<file path="src/rtl/is_uart_pkg.sv">
// is_uart_pkg: shared UART types, default line settings and bit-period helper
package is_uart_pkg;
  localparam int DEF_CLK_FREQ = 50_000_000;
  localparam int DEF_BAUD = 115_200;
  typedef enum logic [2:0] {IDLE, START, DATA, PARITY, STOP} uart_tx_state_t;
  function automatic int clks_per_bit(input int clk_freq, input int baud);
    return baud > 0 ? (clk_freq + baud / 2) / baud : 0;
  endfunction
endpackage

</file>
<file path="src/rtl/is_uart_baud_tick.sv">
// is_uart_baud_tick: one-cycle tick every CLKS_PER_BIT enabled cycles, restartable by clear
module is_uart_baud_tick import is_uart_pkg::*; #(
  parameter int CLKS_PER_BIT = clks_per_bit(DEF_CLK_FREQ, DEF_BAUD)
) (
  input  logic clk_i,
  input  logic rst_i,
  input  logic clear,
  input  logic enable,
  output logic tick
);
  localparam int CW = CLKS_PER_BIT > 1 ? $clog2(CLKS_PER_BIT) : 1;
  logic [CW-1:0] cnt;
  assign tick = enable && cnt == CW'(CLKS_PER_BIT - 1);
  always_ff @(posedge clk_i or negedge rst_i) begin
    if (!rst_i) cnt <= '0;
    else if (clear) cnt <= '0;
    else if (enable) cnt <= tick ? '0 : cnt + 1'b1;
  end
endmodule

</file>
<file path="src/rtl/is_uart_tx.sv">
// is_uart_tx: valid/ready fed UART transmitter, start + data LSB first + optional parity + stop
module is_uart_tx import is_uart_pkg::*; #(
  parameter int CLK_FREQ   = DEF_CLK_FREQ,
  parameter int BAUD       = DEF_BAUD,
  parameter int DATA_BITS  = 8,
  parameter int PARITY_EN  = 0,
  parameter int PARITY_ODD = 0,
  parameter int STOP_BITS  = 1
) (
  input  logic                 clk_i,
  input  logic                 rst_i,
  input  logic [DATA_BITS-1:0] tx_data_i,
  input  logic                 tx_valid_i,
  output logic                 tx_ready_o,
  output logic                 tx_busy_o,
  output logic                 uart_txd_o
);
  localparam int CPB = clks_per_bit(CLK_FREQ, BAUD);
  if (CPB < 2 || DATA_BITS < 5 || DATA_BITS > 9 || PARITY_EN < 0 || PARITY_EN > 1 ||
      PARITY_ODD < 0 || PARITY_ODD > 1 || STOP_BITS < 1 || STOP_BITS > 2) begin : g_bad_param
    $error("is_uart_tx: illegal parameter set");
  end
  uart_tx_state_t state, state_n;
  logic [DATA_BITS-1:0] shreg, shreg_n;
  logic [3:0] bit_cnt, bit_cnt_n;
  logic par, par_n, txd_n, ready_n, busy_n, tick, hs;
  assign hs = tx_valid_i & tx_ready_o;
  is_uart_baud_tick #(.CLKS_PER_BIT(CPB)) u_tick (
    .clk_i(clk_i), .rst_i(rst_i), .clear(hs), .enable(state != IDLE), .tick(tick)
  );
  always_ff @(posedge clk_i or negedge rst_i) begin
    if (!rst_i) begin
      state      <= IDLE;
      shreg      <= '0;
      bit_cnt    <= '0;
      par        <= 1'b0;
      uart_txd_o <= 1'b1;
      tx_ready_o <= 1'b0;
      tx_busy_o  <= 1'b0;
    end else begin
      state      <= state_n;
      shreg      <= shreg_n;
      bit_cnt    <= bit_cnt_n;
      par        <= par_n;
      uart_txd_o <= txd_n;
      tx_ready_o <= ready_n;
      tx_busy_o  <= busy_n;
    end
  end
  // The line is registered, so each transition loads the level of the bit being entered.
  always_comb begin
    state_n   = state;
    shreg_n   = shreg;
    bit_cnt_n = bit_cnt;
    par_n     = par;
    txd_n     = uart_txd_o;
    ready_n   = tx_ready_o;
    busy_n    = tx_busy_o;
    case (state)
      IDLE: begin
        txd_n   = 1'b1;
        ready_n = !hs;
        if (hs) begin
          state_n   = START;
          shreg_n   = tx_data_i;
          par_n     = ^tx_data_i ^ 1'(PARITY_ODD);
          bit_cnt_n = '0;
          txd_n     = 1'b0;
          busy_n    = 1'b1;
        end
      end
      START: if (tick) begin
        state_n = DATA;
        txd_n   = shreg[0];
      end
      DATA: if (tick) begin
        shreg_n   = shreg >> 1;
        bit_cnt_n = bit_cnt + 1'b1;
        txd_n     = shreg[1];
        if (bit_cnt == 4'(DATA_BITS - 1)) begin
          bit_cnt_n = '0;
          state_n   = PARITY_EN != 0 ? PARITY : STOP;
          txd_n     = PARITY_EN != 0 ? par : 1'b1;
        end
      end
      PARITY: if (tick) begin
        state_n = STOP;
        txd_n   = 1'b1;
      end
      STOP: if (tick) begin
        bit_cnt_n = bit_cnt + 1'b1;
        if (bit_cnt == 4'(STOP_BITS - 1)) begin
          state_n   = IDLE;
          bit_cnt_n = '0;
          ready_n   = 1'b1;
          busy_n    = 1'b0;
        end
      end
      default: state_n = IDLE;
    endcase
  end
endmodule
</file>
<file path="config.mk">
export PLATFORM = sky130hd
export DESIGN_NAME = is_uart_tx
export DESIGN_NICKNAME = d
export VERILOG_FILES = /design/src/rtl/is_uart_pkg.sv /design/src/rtl/is_uart_baud_tick.sv /design/src/rtl/is_uart_tx.sv
export SDC_FILE = /design/constraint.sdc
export NUM_CORES = 1
export LEC_CHECK = 0
export ABC_AREA = 1
export CAP_MARGIN = 20
export CORE_ASPECT_RATIO = 0.7
export CORE_MARGIN = 10
export CORE_UTILIZATION = 54
export CTS_BUF_LIST = sky130_fd_sc_hd__clkbuf_4 sky130_fd_sc_hd__clkbuf_8
export CTS_CLUSTER_DIAMETER = 150
export DETAILED_ROUTE_END_ITERATION = 8
export PLACE_DENSITY = 0.77
export SYNTH_ARGS = -nofsm -noshare
export SYNTH_HDL_FRONTEND = slang
export SYNTH_SLANG_ARGS = --single-unit
</file>
<file path="constraint.sdc">
create_clock -name clk_i -period 1.54 [get_ports clk_i]
set_input_delay 0.231 -clock clk_i [delete_from_list [all_inputs] [get_ports clk_i]]
set_output_delay 0.231 -clock clk_i [all_outputs]
set_load 0.05 [all_outputs]
</file>
==> impl_metrics.json, run 1 <==
{
  "final.min_clock_period_ns": 1.56,
  "crit_chain": "inv_2, nand2_1, nand2_1, a21oi_1, nor2_4, nand2_1, nand2_1, nand2_1",
  "skew_ns": 0.00526,
  "netlist_instances": 221,
  "layout_commonest_cell": "nand2_1",
  "final_area_mm2": 0.00199,
  "cp-end-kind": "register",
  "fp.dieW_um": 85.2,
  "slew_headroom_pct": 68.8,
  "powerDensity_mw_per_mm2": 1700,
  "initial_core_util_pct": 56.9,
  "yosys.area.top_type": "dfrtp_1",
  "worstPathArrival_ns": 1.79,
  "grt_max_degree": 28,
  "fp-row-count": 16,
  "synth.distinct_cells": 25,
  "crit_type": "register to register",
  "synth-seq-cells": 27,
  "syn_to_final_growth_pct": 23.9,
  "drc": 0,
  "overflow": 0,
  "drtIter0Drc": 106,
  "rsz0062_at_grt": "true",
  "hold_viol": 0,
  "detail_route.wl_per_cell_um": 12.7,
  "finalHoldWorstSlack_ns": 0.309,
  "yosysSeqAreaShare_pct": 42.2,
  "netlist.area_leader.share_pct": 40.5,
  "worstPathRequired_ns": 1.77,
  "drtPass1Iterations": 4,
  "postPlaceCellArea_mm2": 0.00185,
  "nets": 265,
  "ir_drop_mv": 0.911,
  "final_cell_mix": "57 x nand2_1, 25 x inv_1, 22 x dfrtp_1",
  "path_common_cell": "nand2_1",
  "cp_slowest_cell": "dfrtp_1",
  "syn_avg_cell_area_um2": 7.26,
  "synth_area_mm2": 0.00161,
  "cts_hold_buf": 0,
  "setup_viol": 9,
  "critPathMaxFanout": 6,
  "ant_nets": 0,
  "vias": 1489,
  "cts_root_buf": "clkbuf_8",
  "fin_crit_sh_pct": 101,
  "final_cells": 285,
  "path_clk_slew_ns": 0.10,
  "routed_via_density": 5.22,
  "placed_cells": 279,
  "crit_buf_inv": 1,
  "cp.depth": 8,
  "ios": 14,
  "power.total_mw": 3.37,
  "synth_area_leaders": "dfrtp_1 41%, nand2_1 15%, inv_1 5.8%, o21ai_1 5.0%, nand3_1 4.7%",
  "numPortBuffers": 13,
  "cts_buffer_depth": 2,
  "die-area_mm2": 0.00559,
  "crit_family": "simple AND/OR/NAND/NOR gates",
  "setup_slack_ns": -0.0211,
  "track_usage_pct": 12.5,
  "timing.fmax_mhz": 641,
  "antenna_cells": 0,
  "grt_pass1_vias": 1276,
  "status": "finished, violations left",
  "routed_wl_um": 3620,
  "max_stage_delay_ns": 0.50,
  "synth_nets": 236,
  "yosysWarnings": 0,
  "cts_made_buffers": 3,
  "maxCapViolCount": 0,
  "core_area_mm2": 0.00282,
  "drive_above_1_share_pct": 23.3,
  "leakagePower_nw": 0.985,
  "tightest_slew_ns": 0.468,
  "finalSetupTns_ns": -0.100,
  "slew_violations": 0,
  "min_path_type": "input port to async pin",
  "clk-insertion-delay-late_ns": 0.28,
  "fp.dieH_um": 65.6,
  "grt_pass1_wl_um": 5800,
  "dp_hpwl_um": 2560,
  "crit_path_start_kind": "register",
  "gp_congestion": 0.922,
  "cts_tree": "done",
  "clock-sinks": 27,
  "violations": "negative setup slack",
  "antenna_found_initial": 0,
  "h-tree-depth": 1,
  "reg2reg_depth": 8
}
## repair_timing
item                                    in CTS  in global routing
hold endpoints to repair                     0                  0
endpoints found under the setup margin       0                 19
resized for setup                            0                 23
buffers inserted                             0                  1
## flip-flops by register name, indices dropped and copies added, names as in the netlist
register	flops
tx_ready_o	1
uart_txd_o	1
shreg	8
state	3
tx_busy_o	1
bit_cnt	4
u_tick.cnt	9
## kinds of logic after synthesis
family,count (synthesis),synth area share (%)
AOI/OAI and AO/OA,35,11.8
and+or+nand+nor,121,33.8
DFF,27,42.2
adders and majority gates,4,3.12
buffers and inverters,34,9.12
## where the power goes
group	total, mW	internal, mW	switching (mW)	leakage [nW]
combinational	1.82	0.668	1.15	0.615
clock	0.433	0.190	0.243	0.0261
sequential	1.12	0.946	0.174	0.344
## metal layers
| metal | wire length [um] | GRT usage, % | vias to the layer above | part of all wire, % |
|---|---|---|---|---|
| met5 | 0 | 0 | - | 0 |
| met4 | 18 | 3.07 | 0 | 0.50 |
| met3 | 205 | 3.94 | 2 | 5.7 |
| met2 | 1530 | 17.2 | 37 | 42 |
| met1 | 1860 | 18.3 | 682 | 51 |
| li1 | - | - | 768 | - |
## cells in the mapped netlist
cell type  number
nor2_4          1
nor2_1         17
a21boi_0        1
nand2_2         4
dfrtp_1        26
buf_6           2
nor3_1          4
o22ai_1         1
buf_4           1
o21ai_0         7
inv_2           6
inv_1          25
nor3b_1         1
nand2_1        65
a21oi_1         8
ha_1            4
nor2_2          5
o21ai_1        16
nand4_1         7
nand3_1        15
a21oi_2         1
nand2_4         1
nor3_2          1
dfstp_2         1
o21bai_2        1
## worst paths after layout
check	from	to	slack, ns
worst max-delay path	state[0]$_DFFE_PN0P_	state[1]$_DFFE_PN0P_	-0.02
worst min-delay path	rst_i	u_tick.cnt[6]$_DFFE_PN0N_	0.31
worst max register to register	state[0]$_DFFE_PN0P_	state[1]$_DFFE_PN0P_	-0.02
worst min register to register	uart_txd_o$_DFFE_PN1P_	uart_txd_o$_DFFE_PN1P_	0.51
max in group asynchronous	rst_i	uart_txd_o$_DFFE_PN1P_	0.93
min in group clk_i	uart_txd_o$_DFFE_PN1P_	uart_txd_o$_DFFE_PN1P_	0.51
## stage by stage
stage,utilization [%],setup WS (ns)
final,70.4,-0.0211
after detailed placement,65.4,0.0265
after global routing,70.4,-0.111
after global placement,65.4,0.0328
after floorplan,-,0.111
after CTS,67.2,0.0192
## final cells by class
| class | count | area, um^2 |
|---|---|---|
| Tap cell | 36 | 45.0 |
| Clock inverter | 1 | 8.76 |
| Timing Repair Buffer | 26 | 236 |
| Sequential cell | 27 | 682 |
| Inverter | 31 | 116 |
| Clock buffer | 3 | 41.3 |
| Fill cell | 234 | 835 |
| Multi-Input combinational cell | 161 | 858 |
(Power assumes the default switching activity.)
==> inputs of run 2 (changes only) <==
--- a/config.mk
+++ b/config.mk
@@ -8,7 +8,7 @@
 export ABC_AREA = 1
 export CAP_MARGIN = 20
 export CORE_ASPECT_RATIO = 0.7
-export CORE_MARGIN = 10
+export CORE_MARGIN = 5
 export CORE_UTILIZATION = 54
 export CTS_BUF_LIST = sky130_fd_sc_hd__clkbuf_4 sky130_fd_sc_hd__clkbuf_8
 export CTS_CLUSTER_DIAMETER = 150
==> run 2 against run 1 <==
Against the previous run:
- the run now ends clean
- sequential cell count is the same
- setup slack gained 0.14 ns
- via count shrank 4.4%
- clock power shrank 4%
- count of clock-buffer cells in the layout is the same
- sequential power is essentially flat
- critical path type unchanged
==> impl_metrics.json, run 2 (synthesized netlist as in run 1, its figures left out) <==
{
  "status": "complete, no violations",
  "numPortBuffers": 13,
  "crit_type": "register to register",
  "cp.depth": 9,
  "postPlaceCellArea_mm2": 0.00183,
  "reg_top3": "u_tick.cnt x9, shreg x8, bit_cnt x4",
  "drc": 0,
  "fp.dieH_um": 55.6,
  "drtIter0Drc": 91,
  "gp_congestion": 0.852,
  "cts_hold_buf": 0,
  "crit_chain": "inv_1, ha_1, nand2_1, nor2_4, nand2_2, a21oi_4, nand2_2, nand2_1, nand2_1",
  "antenna_cells": 0,
  "hold_viol": 0,
  "layout_commonest_cell": "nand2_1",
  "clk-insertion-delay-late_ns": 0.27,
  "grt_pass1_wl_um": 5400,
  "crit_path_start_kind": "register",
  "detail_route.wl_per_cell_um": 11.6,
  "die-area_mm2": 0.00418,
  "rsz0062_at_grt": "true",
  "nets": 261,
  "crit_family": "simple AND/OR/NAND/NOR gates",
  "cts_buffer_depth": 2,
  "final_area_mm2": 0.00192,
  "critPathMaxFanout": 5,
  "routed_wl_um": 3250,
  "cp-end-kind": "register",
  "powerDensity_mw_per_mm2": 1650,
  "ios": 14,
  "h-tree-depth": 1,
  "path_common_cell": "nand2_1",
  "vias": 1423,
  "power.total_mw": 3.17,
  "tightest_slew_ns": 0.385,
  "worstPathRequired_ns": 1.71,
  "cts_made_buffers": 3,
  "grt-busiest-layer": "met1",
  "met3_usage_pct": 4.87,
  "cts_tree": "done",
  "timing.fmax_mhz": 702,
  "skew_ns": 0.00353,
  "maxCapViolCount": 0,
  "overflow": 0,
  "final.min_clock_period_ns": 1.43,
  "initial_core_util_pct": 56.9,
  "setup_viol": 0,
  "path_clk_slew_ns": 0.10,
  "placed_cells": 277,
  "core_area_mm2": 0.00282,
  "clock-sinks": 27,
  "dp_hpwl_um": 2410,
  "use_met2_pct": 21.8,
  "min_path_type": "input port to async pin",
  "grt_max_degree": 28,
  "antenna_found_initial": 0,
  "drive_above_1_share_pct": 18.0,
  "worstPathArrival_ns": 1.60,
  "fp.dieW_um": 75.2,
  "slew_headroom_pct": 74.2,
  "crit_buf_inv": 1,
  "ir_drop_mv": 1.03,
  "syn_to_final_growth_pct": 19.6,
  "largest_register_ff_count": 9,
  "cts_root_buf": "clkbuf_8",
  "fp-row-count": 16,
  "final_cells": 281,
  "finalHoldWorstSlack_ns": 0.313,
  "track_usage_pct": 16.3,
  "regMostFlops": "u_tick.cnt",
  "grt_pass1_vias": 1197,
  "fin_crit_sh_pct": 92.5,
  "slew_violations": 0,
  "drtPass1Iterations": 4,
  "cp_slowest_cell": "dfrtp_1",
  "max_stage_delay_ns": 0.39,
  "routed_via_density": 5.06,
  "ant_nets": 0,
  "leakagePower_nw": 0.940,
  "final_cell_mix": "63 x nand2_1, 25 x inv_1, 24 x dfrtp_1",
  "reg2reg_depth": 9,
  "grt_util_met1_pct": 26.1
}
## run 2: final timing paths
path,start,slack [ns],to
worst max-delay path,u_tick.cnt[1]$_DFFE_PN0N_,0.11,bit_cnt[2]$_DFFE_PN0P_
min in group clk_i,uart_txd_o$_DFFE_PN1P_,0.50,uart_txd_o$_DFFE_PN1P_
max in group asynchronous,rst_i,0.92,uart_txd_o$_DFFE_PN1P_
worst min-delay path,rst_i,0.31,u_tick.cnt[8]$_DFFE_PN0N_
worst min register to register,uart_txd_o$_DFFE_PN1P_,0.50,uart_txd_o$_DFFE_PN1P_
worst max register to register,u_tick.cnt[1]$_DFFE_PN0N_,0.11,bit_cnt[2]$_DFFE_PN0P_
## run 2: cell type report
cell class	count	area (um^2)
clock buffers	3	41.3
clock inverters	1	7.51
fillers	245	903
inverters	31	116
multi-input cells	160	820
flip-flops and latches	27	679
well taps	36	45.0
repair buffers	23	210
## run 2: where the power goes
group	switching, mW	internal (mW)	total, mW
clock network	0.234	0.184	0.417
logic	1.05	0.601	1.65
registers	0.160	0.942	1.10
## run 2: repair_timing
item,in CTS,in global routing
gates resized for setup,0,10
buffers inserted,0,0
endpoints found under the setup margin,0,15
## run 2: per-stage QoR
stage / setup TNS, ns / util [%] / setup slack, ns
after floorplan: 0 / - / 0.111
after global placement: 0 / 64.9 / 0.0306
after detailed placement: 0 / 64.9 / 0.00432
after CTS: 0 / 66.6 / 0.0419
after global routing: -0.0263 / 68.0 / -0.0177
final: 0 / 68.0 / 0.115
## run 2: routing by layer
metal  wire [um]  vias to the layer above  part of all wire (%)
met5           0                        -                     0
met2        1340                       36                    41
met3         192                        4                   5.9
met4          21                        0                  0.65
met1        1700                      622                    52
li1            -                      761                     -
==> inputs of run 3 (changes only) <==
--- a/config.mk
+++ b/config.mk
@@ -5,15 +5,14 @@
 export SDC_FILE = /design/constraint.sdc
 export NUM_CORES = 1
 export LEC_CHECK = 0
-export ABC_AREA = 1
 export CAP_MARGIN = 20
 export CORE_ASPECT_RATIO = 0.7
 export CORE_MARGIN = 5
-export CORE_UTILIZATION = 54
+export CORE_UTILIZATION = 53
 export CTS_BUF_LIST = sky130_fd_sc_hd__clkbuf_4 sky130_fd_sc_hd__clkbuf_8
-export CTS_CLUSTER_DIAMETER = 150
+export CTS_CLUSTER_DIAMETER = 40
 export DETAILED_ROUTE_END_ITERATION = 8
-export PLACE_DENSITY = 0.77
+export PLACE_DENSITY = 0.76
 export SYNTH_ARGS = -nofsm -noshare
 export SYNTH_HDL_FRONTEND = slang
 export SYNTH_SLANG_ARGS = --single-unit
==> constraint.sdc (replaced) <==
create_clock -name clk_i -period 1.25 [get_ports clk_i]
set_input_delay 0.1875 -clock clk_i [delete_from_list [all_inputs] [get_ports clk_i]]
set_output_delay 0.1875 -clock clk_i [all_outputs]
set_load 0.05 [all_outputs]
==> run 3 against run 2 <==
Against the previous run:
- the run now ends with negative setup slack left
- sequential power increased by 22%
- setup slack got worse by 0.67 ns
- largest cell class unchanged
- highest routed layer unchanged
- cell count is 15% lower
- sequential cell count did not move
- power grew 12%
- non-clock buffer count is 38 higher
- core utilization increased by 15 points
- final area rose by 23%
- clock skew fell by 0.00063 ns
- largest power group unchanged
==> impl_metrics.json, run 3 <==
{
  "setup_slack_ns": -0.559,
  "synth_common_cells": "26 x dfrtp_1, 16 x nor2_1, 15 x mux2_2",
  "vias": 1493,
  "synth_edf_count": 0,
  "yosysMostFrequentCell": "dfrtp_1",
  "nets": 219,
  "path_clk_slew_ns": 0.09,
  "fp.dieW_um": 75.0,
  "reg_top3": "u_tick.cnt x9, shreg x8, bit_cnt x4",
  "track_usage_pct": 22.1,
  "setup_viol": 27,
  "layout_commonest_cell": "buf_4",
  "ant_nets": 0,
  "antenna_cells": 0,
  "syn_avg_cell_area_um2": 10.9,
  "powerDensity_mw_per_mm2": 1510,
  "skew_ns": 0.00290,
  "fp.dieH_um": 55.5,
  "initial_core_util_pct": 55.5,
  "netlist_instances": 144,
  "core_area_mm2": 0.00282,
  "gp_congestion": 0.804,
  "grt_pass1_wl_um": 7020,
  "routed_wl_um": 5120,
  "rsz0062_at_grt": "true",
  "slew_violations": 0,
  "dp_hpwl_um": 2770,
  "timing.fmax_mhz": 553,
  "crit_type": "register to register",
  "grt_pass1_vias": 1423,
  "cts_buffer_depth": 2,
  "largest_register_ff_count": 9,
  "synth_async_sr_flop_share_pct": 100,
  "finalHoldWorstSlack_ns": 0.257,
  "synth.distinct_cells": 46,
  "routed_via_density": 6.25,
  "yosysSeqAreaShare_pct": 43.2,
  "synth_area_mm2": 0.00157,
  "yosys.area.top_type": "dfrtp_1",
  "fin_crit_sh_pct": 145,
  "worstPathRequired_ns": 1.42,
  "cts_tree": "done",
  "ir_drop_mv": 0.787,
  "netlist.area_leader.share_pct": 41.5,
  "cp-end-kind": "register",
  "worstPathArrival_ns": 1.98,
  "fill_cells": 132,
  "min_path_type": "input port to async pin",
  "numPortBuffers": 13,
  "drtIter0Drc": 136,
  "power.total_mw": 3.55,
  "ys.flop_type": "dfrtp_1",
  "h-tree-depth": 1,
  "hold_viol": 0,
  "detail_route.wl_per_cell_um": 21.4,
  "antenna_found_initial": 0,
  "drive_above_1_share_pct": 50.7,
  "leakagePower_nw": 1.05,
  "crit_path_start_kind": "register",
  "violations": "negative setup slack",
  "grt_max_degree": 28,
  "slew_headroom_pct": 76.8,
  "synth-seq-cells": 27,
  "reg2reg_depth": 6,
  "critPathMaxFanout": 4,
  "cts_made_buffers": 3,
  "drtPass1Iterations": 4,
  "placed_cells": 229,
  "overflow": 0,
  "maxCapViolCount": 0,
  "clk-insertion-delay-late_ns": 0.28,
  "final.min_clock_period_ns": 1.81,
  "die-area_mm2": 0.00416,
  "syn_to_final_growth_pct": 50.1,
  "fp-row-count": 16,
  "r2r_slack_ns": -0.56,
  "final_cell_mix": "42 x buf_4, 25 x dfrtp_1, 14 x nor2_1",
  "ios": 14,
  "synth_nets": 159,
  "cts_root_buf": "clkbuf_8",
  "status": "finished, violations left",
  "synth_area_leaders": "dfrtp_1 42%, mux2_2 11%, nor2_1 3.8%, ha_1 3.2%, xnor2_1 2.2%",
  "clock-sinks": 27,
  "yosysWarnings": 0,
  "final_cells": 239,
  "drc": 0,
  "regMostFlops": "u_tick.cnt",
  "tightest_slew_ns": 0.347
}
## run 3: cell count changes in the layout (fill, tap and decap cells not counted), sizes merged, moves of 4 or more
cell | before | now
nor2 | 23 | 16
inv | 31 | 9
buf | 13 | 51
nand2 | 70 | 5
xor2 | 0 | 4
nand3 | 15 | 3
mux2 | 0 | 15
o21ai | 23 | 3
a21oi | 9 | 5
xnor2 | 0 | 4
## run 3: power by group
group,internal (mW),leakage (nW),switching (mW)
clock,0.224,0.0255,0.286
combinational,0.890,0.684,0.812
sequential,1.13,0.341,0.203
## run 3: cell families after synthesis
group	count (synthesis)	synth area share, %
AND/OR/NAND/NOR	50	20.8
AO/OA/AOI/OAI	23	11.4
buffers and inverters	15	4.87
adder cells (fa/ha/maj)	4	3.19
XOR/XNOR	8	4.47
multiplexers	17	12.1
flip-flops	27	43.2
## run 3: critical path, cell delays in order (launching register included)
cell     delay [ns]
dfrtp_1        0.40
inv_2          0.08
ha_4           0.11
or3b_4         0.41
a32oi_4        0.30
o22ai_1        0.16
a22o_1         0.24
## run 3: worst paths after layout
kind / to / startpoint
setup reg to reg: bit_cnt[3]$_DFFE_PN0P_ / bit_cnt[0]$_DFFE_PN0P_
hold reg to reg: uart_txd_o$_DFFE_PN1P_ / uart_txd_o$_DFFE_PN1P_
max in group asynchronous: uart_txd_o$_DFFE_PN1P_ / rst_i
setup / recovery: bit_cnt[3]$_DFFE_PN0P_ / bit_cnt[0]$_DFFE_PN0P_
min in group clk_i: shreg[7]$_DFFE_PN0P_ / tx_data_i[7]
hold / removal: u_tick.cnt[2]$_DFFE_PN0N_ / rst_i
## run 3: routing by layer
layer / part of all wire [%] / track usage [%] / wire [um]
met3: 5.4 / 4.35 / 279
met4: 5.5 / 7.36 / 284
met2: 48 / 35.0 / 2450
met5: 0 / 0 / 0
met1: 41 / 29.7 / 2110
## run 3: layout make-up
type | instances | area [um^2] | share of cell area, %
Clock buffer | 3 | 41.3 | 1.75
Clock inverter | 1 | 5.00 | 0.213
Inverter | 9 | 33.8 | 1.44
Multi-Input combinational cell | 102 | 990 | 42.1
Sequential cell | 27 | 678 | 28.8
Tap cell | 36 | 45.0 | 1.91
Timing Repair Buffer | 61 | 561 | 23.8
## run 3: through the flow
stage	setup TNS [ns]	area, um^2	util, %	setup WS (ns)
after global routing	-13.94	2350	83.4	-0.592
after CTS	-10.65	2240	79.5	-0.476
after detailed placement	-11.55	2060	73.1	-0.532
final	-12.86	2350	83.4	-0.559
after global placement	-10.14	2060	73.1	-0.475
after floorplan	-10.27	1580	-	-0.575
## run 3: repair_timing
item	in CTS	in global routing
hold buffers	0	0
setup buffers	4	2
resized for setup	22	17
pin swaps	4	4
endpoints found under the setup margin	27	27
